### src/rtl/pwm_pkg.sv
// Shared definitions for the PWM peripheral: command byte layout, default
// widths and decoder state encoding.
package pwm_pkg;

  localparam int unsigned ADDR_W_DEFAULT = 6;
  localparam int unsigned DATA_W_DEFAULT = 8;

  // Command byte fields
  localparam int unsigned CMD_RW_BIT = 7;
  localparam int unsigned CMD_HL_BIT = 6;

  // Decoder states
  localparam logic [0:0] S_CMD  = 1'b0;
  localparam logic [0:0] S_DATA = 1'b1;

endpackage

### src/rtl/sync_2ff.sv
// Two-flop synchroniser for a single asynchronous level.
// Ports: clk, rst_n (async active-low), d (async input), q (synchronised).
// RST_VAL sets the value both flops take in reset.
module sync_2ff #(
  parameter logic RST_VAL = 1'b1
) (
  input  logic clk,
  input  logic rst_n,
  input  logic d,
  output logic q
);

  logic meta;

  always_ff @(posedge clk or negedge rst_n) begin
    if (!rst_n) begin
      meta <= RST_VAL;
      q    <= RST_VAL;
    end else begin
      meta <= d;
      q    <= meta;
    end
  end

endmodule

### src/rtl/instr_decode.sv
// Decodes two-byte SPI frames from the bridge into single-cycle register
// read/write strobes and returns read data to the bridge.
// Ports:
//   clk, rst_n              clock, async active-low reset
//   cs_n                    raw SPI chip select (async), frame realignment only
//   byte_sync, data_in      new-byte pulse and byte from the bridge
//   data_out                last read result, shifted out in the next frame
//   read, write             one-cycle strobes to the register file
//   addr, hi_sel            register address and byte-lane select
//   data_read               register file read data, valid while read = 1
//   data_write              write data, held from the write strobe onward
module instr_decode
  import pwm_pkg::*;
#(
  parameter int unsigned ADDR_W = ADDR_W_DEFAULT,
  parameter int unsigned DATA_W = DATA_W_DEFAULT
) (
  input  logic              clk,
  input  logic              rst_n,
  input  logic              cs_n,
  input  logic              byte_sync,
  input  logic [DATA_W-1:0] data_in,
  output logic [DATA_W-1:0] data_out,
  output logic              read,
  output logic              write,
  output logic [ADDR_W-1:0] addr,
  output logic              hi_sel,
  input  logic [DATA_W-1:0] data_read,
  output logic [DATA_W-1:0] data_write
);

  logic              cs_s;
  logic [0:0]        state, state_nxt;
  logic              rw_q, rw_nxt;
  logic              read_nxt, write_nxt;
  logic [ADDR_W-1:0] addr_nxt;
  logic              hi_sel_nxt;
  logic [DATA_W-1:0] data_write_nxt;
  logic [DATA_W-1:0] data_out_nxt;

  // Chip select resynchronised to clk; idle (high) out of reset
  sync_2ff #(
    .RST_VAL (1'b1)
  ) u_cs_sync (
    .clk   (clk),
    .rst_n (rst_n),
    .d     (cs_n),
    .q     (cs_s)
  );

  // State and output registers
  always_ff @(posedge clk or negedge rst_n) begin
    if (!rst_n) begin
      state      <= S_CMD;
      rw_q       <= 1'b0;
      read       <= 1'b0;
      write      <= 1'b0;
      addr       <= '0;
      hi_sel     <= 1'b0;
      data_write <= '0;
      data_out   <= '0;
    end else begin
      state      <= state_nxt;
      rw_q       <= rw_nxt;
      read       <= read_nxt;
      write      <= write_nxt;
      addr       <= addr_nxt;
      hi_sel     <= hi_sel_nxt;
      data_write <= data_write_nxt;
      data_out   <= data_out_nxt;
    end
  end

  // Next-state and strobe decode; idle chip select overrides any byte
  always_comb begin
    state_nxt      = state;
    rw_nxt         = rw_q;
    read_nxt       = 1'b0;
    write_nxt      = 1'b0;
    addr_nxt       = addr;
    hi_sel_nxt     = hi_sel;
    data_write_nxt = data_write;
    // Capture read data during the read strobe cycle only
    data_out_nxt   = read ? data_read : data_out;

    if (cs_s) begin
      state_nxt = S_CMD;
    end else if (byte_sync) begin
      case (state)
        S_CMD: begin
          rw_nxt     = data_in[CMD_RW_BIT];
          hi_sel_nxt = data_in[CMD_HL_BIT];
          addr_nxt   = data_in[ADDR_W-1:0];
          // Reads fire off the command byte; the data byte is a dummy
          read_nxt   = ~data_in[CMD_RW_BIT];
          state_nxt  = S_DATA;
        end
        S_DATA: begin
          state_nxt = S_CMD;
          if (rw_q) begin
            write_nxt      = 1'b1;
            data_write_nxt = data_in;
          end
        end
        default: state_nxt = S_CMD;
      endcase
    end
  end

endmodule

### config.mk
export PLATFORM = sky130hd
export DESIGN_NAME = instr_decode
export DESIGN_NICKNAME = d
export VERILOG_FILES = /design/src/rtl/pwm_pkg.sv /design/src/rtl/sync_2ff.sv /design/src/rtl/instr_decode.sv
export SDC_FILE = /design/constraint.sdc
export NUM_CORES = 1
export LEC_CHECK = 0
export CAP_MARGIN = 10
export CORE_MARGIN = 2
export CORE_UTILIZATION = 50
export CTS_CLUSTER_DIAMETER = 120
export DETAILED_ROUTE_END_ITERATION = 10
export DONT_BUFFER_PORTS = 1
export HOLD_SLACK_MARGIN = 0.03
export PLACE_DENSITY = 0.7
export SLEW_MARGIN = 5
export SYNTH_ARGS = -nofsm -noshare
export SYNTH_HDL_FRONTEND = slang
export SYNTH_SLANG_ARGS = --single-unit
### constraint.sdc
create_clock -name clk -period 2.2 [get_ports clk]
set_input_delay 0.44 -clock clk [delete_from_list [all_inputs] [get_ports clk]]
set_output_delay 0.44 -clock clk [all_outputs]
set_load 0.05 [all_outputs]
==> results of run 1 <==
[state kept, by name (all words and copies together) (netlist names)]
name / cells
data_out: 8
data_write: 8
addr: 6
hi_sel: 1
read: 1
rw_q: 1
state: 1
u_cs_sync.meta: 1
u_cs_sync.q: 1
write: 1
[kinds of logic after synthesis]
family / after synthesis
xor+xnor: 1
buf+inv: 2
flops: 29
mux: 24
simple gates: 4
[stage by stage]
stage | hold slack (ns) | power [mW] | area (um^2) | utilization [%] | setup slack, ns
2_1_floorplan | 0.144 | 1.34 | 1060 | - | 0.781
3_3_place_gp | 0.145 | 1.37 | 1090 | 54.9 | 0.831
3_5_place_dp | 0.145 | 1.38 | 1090 | 54.9 | 0.811
4_1_cts | 0.0958 | 1.72 | 1180 | 59.4 | 0.590
5_1_grt | 0.0796 | 1.77 | 1180 | 59.4 | 0.547
6_report | 0.116 | 1.70 | 1180 | 59.4 | 0.619
[layout make-up]
cell class / instances / area share [%]
repair buffers: 2 / 2.55
well taps: 27 / 2.87
flip-flops and latches: 29 / 61.8
multi-input cells: 29 / 27.4
clock buffers: 8 / 4.99
inverters: 1 / 0.319
[per-layer routing]
metal  wire [um]  vias up  share of wire (%)
met3         156        2                9.6
met5           0        -                  0
li1            -      226                  -
met4          12        0               0.74
met1         636      258                 39
met2         812       30                 50
[Yosys cell counts (all sizes together)]
cell | instances | area share, %
mux2 | 24 | 26
nor2 | 1 | 0.35
nand4b | 1 | 1.4
nor3b | 1 | 1.8
inv | 1 | 0.35
clkbuf | 1 | 0.35
nor2b | 1 | 0.59
dfrtp | 27 | 64
xnor2 | 1 | 0.83
dfstp | 2 | 5.0
[timing repair]
action                                 in CTS  in global routing
resized for setup                           0                  0
endpoints found under the hold margin      29                  0
hold buffers                                2                  0
[final timing paths]
check,startpoint,endpoint,slack [ns],depth (start not counted)
hold / removal,cs_n,u_cs_sync.meta$_DFF_PN1_,0.12,0
max in group asynchronous,rst_n,u_cs_sync.meta$_DFF_PN1_,1.41,2
hold reg to reg,u_cs_sync.meta$_DFF_PN1_,u_cs_sync.q$_DFF_PN1_,0.36,0
setup / recovery,read$_DFF_PN0_,read,0.62,0
setup reg to reg,state$_DFFE_PN0P_,addr[0]$_DFFE_PN0P_,0.82,2
min in group asynchronous,rst_n,data_out[1]$_DFFE_PN0P_,0.56,2
[layout by cell type, fill, tap and decap left out, types with 2 or more instances in the layout]
cell type  instances
dfrtp_1           27
mux2_2            24
clkbuf_4           5
clkbuf_1           2
dfstp_2            2
[power by group]
group | internal, mW | total, mW | leakage (nW) | switching (mW)
Clock | 0.158 | 0.325 | 0.0326 | 0.167
Combinational | 0.108 | 0.156 | 0.141 | 0.0476
Sequential | 0.662 | 1.22 | 0.348 | 0.556
==> out/metrics.cfg, run 1 <==
[run_status]
run_status=finished, final reports clean

[layout]
fin_cells=96
register_area_um2=728
antenna_cells_inserted=0
drive_above_1_share_pct=50.7
fill_cells=151
finalNetCount=88
area_taken_by_multi_input_logic_gates_um2=323
syn_to_final_growth_pct=11.2

[floorplan]
die_height_um=50.0
start_util_pct=53.4
top_level_ports=45
fp.coreArea_mm2=0.00198
row_count=16
design.die.area_mm2=0.00250
die_width_um=50.0

[routing]
remaining_drc_errors=0
postRouteWirelength_mm=1.62
wl_per_cell_um=16.9
ant_nets=0
vias=516
initialDrtViolationCount=5
drt_pre_antenna_iters=2
vias_per_cell=5.38

[synthesis]
synth.yosys.warnings=0
simple_gate_fraction_of_synth_area_pct=4.14
synth_compound_gate_area_share_pct=0
synth.net_count=80
yosysUniqueCellTypes=10
synth_seq_cells=29
syn-instance-count=60
synth-xor-area-share_pct=0.827
synth.mux.area_fraction_pct=25.5
synthesis.area_per_instance_um2=17.6
synthAdderAreaFrac_pct=0
syn-cell-area_mm2=0.00106
main_combinational_cell_family_by_area_after_synthesis=multiplexers
sequential_fraction_of_the_synthesis_area_pct=68.8

[sta]
clock-skew-final_ns=0.00920
max_slew_margin_pct=51.6
clock.fmax_mhz=633
report.final.slew_viol_count=0
final.period_utilization_pct=71.9
setup_repair_after_global_routing_missed_its_margin=no
post-route-min-period_ns=1.58
fin_setup_tns_ns=0
transition_time_at_the_pin_with_the_least_slew_margin_ns=0.727
number_of_failing_setup_endpoints_in_the_final_timing_report=0
timing.final.hold_violations=0

[global_routing]
grt_use_met2_pct=23.9
globalRoute.busiestLayer=met2
grt_antenna_before_repair=0
overflow=0
grtUsageMet3_pct=10.6
grt_start_max_net_pins=30
global_route_wire_length_before_repair_mm=2.60
vias_in_the_first_global_route=573
globalRouteTotalUtil_pct=15.2
grtUsageMet1_pct=14.6

[clocking]
ctsRootBufferMaster=clkbuf_4
cts_tree=yes
cts_sinks=29
cts_buffer_depth=2
postCtsSetupRepairBufs=0
cts_htree_levels=2
clk-insertion-delay-late_ns=0.31
cts_made_buffers=5
worst_setup_hold_path_clk_slew_ns=0.09

[placement]
post-dp-hpwl_mm=1.13
place.detailed.instances=86
buffer_ports.inserted=0
globalplace.congestion=0.629

[job]
max-cap-violations=0

[power]
vdd_ir_drop_max_v=0.00113
leakage_nw=0.521
power-per-cell-area_mw_per_mm2=1440

[worst_setup_path]
crit_path_max_fanout=9
worstSetupEndpointType=output port
required_ns=1.76
timing_worst_setup_path_type=reg -> out
start_kind=register
timing.critical_path.arrival_ns=1.14

[hold_path]
worst_hold_path_class=in -> reg

Power figures use the tool's default switching activity.
==> run 2: changes to the inputs <==
clock period = 1.6 ns   (was 2.2 ns; I/O delays follow)
==> run 2 against run 1 <==
Compared with the run above: clock power rose by 89%; final cell count rose by 3.1%; hold slack got worse by 0.056 ns; register-to-register slack got worse by 0.52 ns; sequential cell count did not move; critical path type unchanged; sequential power rose by 38%.
==> out/metrics.cfg, run 2 (same netlist as run 1, synthesis figures left out) <==
[routing]
ant_nets=0  ; unchanged
vias_per_cell=5.43  ; +1.1%
postRouteWirelength_mm=1.63  ; +0.99%
remaining_drc_errors=0  ; unchanged
wl_per_cell_um=16.5  ; -2.1%
initialDrtViolationCount=3  ; -2
vias=538  ; +4.3%
drt_pre_antenna_iters=2  ; unchanged

[floorplan]
row_count=16  ; unchanged
die_height_um=50.0  ; unchanged
design.die.area_mm2=0.00250  ; unchanged
fp.coreArea_mm2=0.00198  ; unchanged
top_level_ports=45  ; unchanged
start_util_pct=53.4  ; unchanged
die_width_um=50.0  ; unchanged

[worst_setup_path]
critPathSlowestCell=dfrtp_1
start_kind=register
cp.buffers_inverters=1
timing.critical_path.arrival_ns=1.12  ; -0.02 ns
timing.critical_path.cells=buf_4
worstSetupEndpointType=output port
largest_delay_share_family_worst_path=flip-flops
required_ns=1.28  ; -0.48 ns
critPathMaxStageDelay_ns=0.54
worst-r2r-setup-slack_ns=0.30  ; -0.52 ns
worst-path-stages=1  ; +1
crit_path_max_fanout=9  ; unchanged
worstSetupEndpoint=read
worst_r2r_endpoint=data_write[7]$_DFFE_PN0P_
crit_path_start=read$_DFF_PN0_
critical_path.reg2reg.startpoint=u_cs_sync.q$_DFF_PN1_
timing_worst_setup_path_type=reg -> out
timing.reg2reg.worst_path_depth=2  ; unchanged

[layout]
register_area_um2=728  ; unchanged
area_taken_by_multi_input_logic_gates_um2=323  ; unchanged
finalNetCount=91  ; +3.4%
fill_cells=150  ; -0.66%
drive_above_1_share_pct=54.2  ; +3.4 points
antenna_cells_inserted=0  ; unchanged
biggestRegsByFlops=data_out x8, data_write x8, addr x6
most_common_cell_after_layout_fill_and_taps_aside=dfrtp_1
post-route-util_pct=62.2  ; +2.8 points
final_design_area_no_fill_mm2=0.00123  ; +4.7%
syn_to_final_growth_pct=16.4
mostFrequentLayoutCells=27 x dfrtp_1, 24 x mux2_2, 5 x clkbuf_4
fin_cells=99  ; +3.1%

[sta]
clock.fmax_mhz=695
timing.final.hold_violations=0  ; unchanged
layout_setup_ws_ns=0.162  ; -0.457 ns
report.final.slew_viol_count=0  ; unchanged
fin_setup_tns_ns=0  ; unchanged
transition_time_at_the_pin_with_the_least_slew_margin_ns=0.488  ; -0.239 ns
post-route-min-period_ns=1.44
clock-skew-final_ns=0.00492  ; -0.00427 ns
final.period_utilization_pct=89.9
max_slew_margin_pct=67.5  ; +16 points
setup_repair_after_global_routing_missed_its_margin=no
number_of_failing_setup_endpoints_in_the_final_timing_report=0  ; unchanged
worst_hold_slack_ns=0.0598  ; -0.0557 ns

[power]
total_power_mw=2.51  ; +48%
leakage_nw=0.548  ; +5.1%
vdd_ir_drop_max_v=0.00176  ; +56%
power-per-cell-area_mw_per_mm2=2040  ; +41%

[clocking]
cts_sinks=29  ; unchanged
clk-insertion-delay-late_ns=0.31  ; about the same
cts_made_buffers=5  ; unchanged
postCtsSetupRepairBufs=0  ; unchanged
worst_setup_hold_path_clk_slew_ns=0.09  ; about the same
cts_htree_levels=2  ; unchanged
cts_buffer_depth=2  ; unchanged
ctsRootBufferMaster=clkbuf_4
cts_tree=yes

[placement]
globalplace.congestion=0.649  ; +3.3%
placement.cell_area_mm2=0.00110  ; +1.4%
place.detailed.instances=88  ; +2.3%
dp_slack_ns=0.283  ; -0.528 ns
buffer_ports.inserted=0  ; unchanged

[global_routing]
globalRouteTotalUtil_pct=15.9  ; +0.69 points
global_route_wire_length_before_repair_mm=2.75  ; +5.8%
grt_start_max_net_pins=30  ; unchanged
grt_antenna_before_repair=0  ; unchanged
vias_in_the_first_global_route=589  ; +2.8%
overflow=0  ; unchanged

[run_status]
run_status=finished, final reports clean

[job]
max-cap-violations=0  ; unchanged

[hold_path]
worst_hold_path_class=in -> reg
hold-path-cell-count=1  ; +1

-- run 2: cell count changes in the layout (fill, tap and decap cells not counted), sizes merged --
cell and change:
buf +2, bufinv +1, clkbuf -2, clkinvlp +1
dlygate4sd3 +1
-- run 2: final cells by class --
| class | instances | share of cell area (%) |
|---|---|---|
| flip-flops and latches | 29 | 59.1 |
| well taps | 27 | 2.74 |
| clock buffers | 6 | 4.16 |
| inverters | 1 | 0.305 |
| repair buffers | 5 | 4.47 |
| clock inverters | 2 | 3.05 |
| multi-input cells | 29 | 26.2 |
-- run 2: worst min path at each step --
stage,from,end,slack (ns)
final,data_in[7],read$_DFF_PN0_,0.06
after global placement,rst_n,data_out[3]$_DFFE_PN0P_,0.02
after floorplan,rst_n,addr[0]$_DFFE_PN0P_,0.02
after CTS,data_in[7],read$_DFF_PN0_,0.04
after global routing,data_in[7],read$_DFF_PN0_,0.03
after detailed placement,rst_n,data_out[3]$_DFFE_PN0P_,0.02
-- run 2: per-layer routing --
layer,global-route usage (%),share of wire (%),up-vias
met2,25.0,54,30
met4,5.56,0,0
li1,-,-,232
met1,16.8,37,276
met5,0,0,-
met3,10.9,9.4,0
-- run 2: where the power goes --
part / internal [mW] / switching [mW] / total [mW]
clock network: 0.371 / 0.243 / 0.615
logic: 0.154 / 0.0705 / 0.224
registers: 0.910 / 0.766 / 1.68
-- run 2: timing repair --
item,CTS,global route
hold buffers,3,0
endpoints found under the setup margin,0,0
resized for setup,0,0
endpoints found under the hold margin,30,0
==> run 3: changes to the inputs <==
CORE_MARGIN = unset   (was 2)
==> run 3 against run 2 <==
Compared with the run above: cell area down 2.4%; register-to-register slack about the same; core utilization down 1.5 points; clock-buffer cell count up 2; global-route usage up 0.53 points; critical path depth unchanged; clock skew up 0.0036 ns; sequential power about the same; non-clock buffer count unchanged.
==> out/metrics.cfg, run 3 (same netlist as run 1, synthesis figures left out) <==
[routing]
initialDrtViolationCount=1  ; -2
vias=522  ; -3.0%
dr.max_layer_used=met4
wl_per_cell_um=15.5  ; -5.8%
met3_wirelength_um=155  ; +0.65%
met2_length_um=780  ; -12%
ant_nets=0  ; unchanged
remaining_drc_errors=0  ; unchanged
vias_per_cell=5.27  ; -3.0%
met1_length_um=592  ; -0.84%
postRouteWirelength_mm=1.54  ; -5.8%
drt_pre_antenna_iters=3  ; +1

[floorplan]
start_util_pct=53.4  ; unchanged
die_width_um=48.0  ; -4.0%
die_height_um=48.0  ; -4.0%
fp.coreArea_mm2=0.00198  ; unchanged
row_count=16  ; unchanged
design.die.area_mm2=0.00230  ; -7.8%
top_level_ports=45  ; unchanged

[sta]
max_slew_margin_pct=68.3  ; +0.80 points
post-route-min-period_ns=1.42  ; -0.0201 ns
setup_repair_after_global_routing_missed_its_margin=no
number_of_failing_setup_endpoints_in_the_final_timing_report=0  ; unchanged
fin_setup_tns_ns=0  ; unchanged
report.final.slew_viol_count=0  ; unchanged
timing.final.hold_violations=0  ; unchanged
final.period_utilization_pct=88.6  ; -1.3 points
clock.fmax_mhz=705  ; +1.4%
transition_time_at_the_pin_with_the_least_slew_margin_ns=0.476  ; -0.0120 ns
worst_hold_slack_ns=0.0729  ; +0.0131 ns
clock-skew-final_ns=0.00853  ; +0.00360 ns

[worst_setup_path]
timing_worst_setup_path_type=reg -> out
crit_path_max_fanout=9  ; unchanged
timing.critical_path.cells=buf_4
required_ns=1.28  ; about the same
timing.critical_path.arrival_ns=1.10  ; -0.02 ns
critPathSlowestCell=dfrtp_1
critPathMaxStageDelay_ns=0.53  ; about the same
cp.buffers_inverters=1  ; unchanged
start_kind=register
worstSetupEndpointType=output port
largest_delay_share_family_worst_path=flip-flops

[power]
power.net_switching_mw=1.04  ; -3.9%
vdd_ir_drop_max_v=0.00141  ; -20%
power-per-cell-area_mw_per_mm2=1930  ; -5.5%
combinational_group_share_of_total_power_pct=9.6  ; +0.7 points
sequentialPowerShare_pct=72.0  ; +5.4 points
leakage_nw=0.536  ; -2.2%
internal-power_mw=1.28  ; -11%
share_clk_of_total_power_pct=18.4  ; -6.0 points
sw_frac_of_total_pct=44.8  ; +1.8 points

[clocking]
cts_sinks=29  ; unchanged
ctsRootBufferMaster=clkbuf_4
post_cts_resize_count=0  ; unchanged
cts_tree=yes
cts_made_buffers=5  ; unchanged
cts_buffer_depth=2  ; unchanged
clk-insertion-delay-late_ns=0.31  ; about the same
cts_htree_levels=2  ; unchanged
worst_setup_hold_path_clk_slew_ns=0.07  ; -0.02 ns

[layout]
most_common_cell_after_layout_fill_and_taps_aside=dfrtp_1
syn_to_final_growth_pct=13.6
finalNetCount=91  ; unchanged
mostFrequentLayoutCells=27 x dfrtp_1, 24 x mux2_2, 5 x clkbuf_4
antenna_cells_inserted=0  ; unchanged
biggestRegsByFlops=data_out x8, data_write x8, addr x6
drive_above_1_share_pct=51.4  ; -2.8 points

[global_routing]
global_route_wire_length_before_repair_mm=2.35  ; -15%
vias_in_the_first_global_route=567  ; -3.7%
overflow=0  ; unchanged
grt_start_max_net_pins=30  ; unchanged
grt_antenna_before_repair=0  ; unchanged
globalRouteTotalUtil_pct=16.4  ; +0.53 points

[hold_path]
worst_hold_path_class=in -> reg

[placement]
buffer_ports.inserted=0  ; unchanged
globalplace.congestion=0.650  ; +0.18%

[job]
max-cap-violations=0  ; unchanged

[run_status]
run_status=finished, final reports clean

-- run 3: cell types whose count changed in the layout (fill, tap and decap cells not counted), sizes merged --
cell      before  now
bufinv         1    0
clkbuf         6    8
clkinvlp       1    0
-- run 3: power groups by stage --
stage / Combinational [mW] / Sequential [mW] / Clock (mW)
after floorplan: 0.180 / 1.66 / 0
after global placement: 0.194 / 1.69 / 0
after detailed placement: 0.205 / 1.69 / 0
after CTS: 0.229 / 1.68 / 0.456
final: 0.222 / 1.67 / 0.425
after global routing: 0.249 / 1.71 / 0.487
-- run 3: path summary, 6_finish.rpt --
check | start | end | slack (ns) | cells after the start
hold / removal | data_in[7] | read$_DFF_PN0_ | 0.07 | 1
setup reg to reg | u_cs_sync.q$_DFF_PN1_ | data_write[7]$_DFFE_PN0P_ | 0.30 | 2
max in group asynchronous | rst_n | u_cs_sync.meta$_DFF_PN1_ | 0.90 | 2
setup / recovery | read$_DFF_PN0_ | read | 0.18 | 1
min in group asynchronous | rst_n | addr[4]$_DFFE_PN0P_ | 0.45 | 2
hold reg to reg | u_cs_sync.meta$_DFF_PN1_ | u_cs_sync.q$_DFF_PN1_ | 0.37 | 0
-- run 3: metal layers --
metal  global-route usage (%)  vias to the layer above
met2                     26.5                       35
li1                         -                      236
met5                        0                        -
met4                     8.33                        0
met1                     15.8                      249
met3                     11.3                        2
-- run 3: timing repair --
item | 4_1_cts | 5_1_grt
setup buffers | 0 | 0
hold endpoints to repair | 30 | 0
hold buffers | 3 | 0
-- run 3: cell type report --
| cell class | count | area, um^2 |
|---|---|---|
| flip-flops and latches | 29 | 728 |
| well taps | 27 | 33.8 |
| fillers | 156 | 779 |
| inverters | 1 | 3.75 |
| clock buffers | 8 | 58.8 |
| repair buffers | 5 | 55.1 |
| multi-input cells | 29 | 323 |
-- run 3: through the flow --
| step | utilization (%) | worst slack (ns) | instance area [um^2] | power, mW | cells |
|---|---|---|---|---|---|
| final | 60.7 | 0.182 | 1200 | 2.32 | 99 |
| after global routing | 60.7 | 0.0791 | 1200 | 2.44 | 99 |
| after CTS | 60.7 | 0.156 | 1200 | 2.36 | 99 |
| after detailed placement | 55.7 | 0.295 | 1100 | 1.90 | 88 |
| after global placement | 55.7 | 0.308 | 1100 | 1.88 | 88 |
| after floorplan | - | 0.181 | 1060 | 1.84 | 60 |
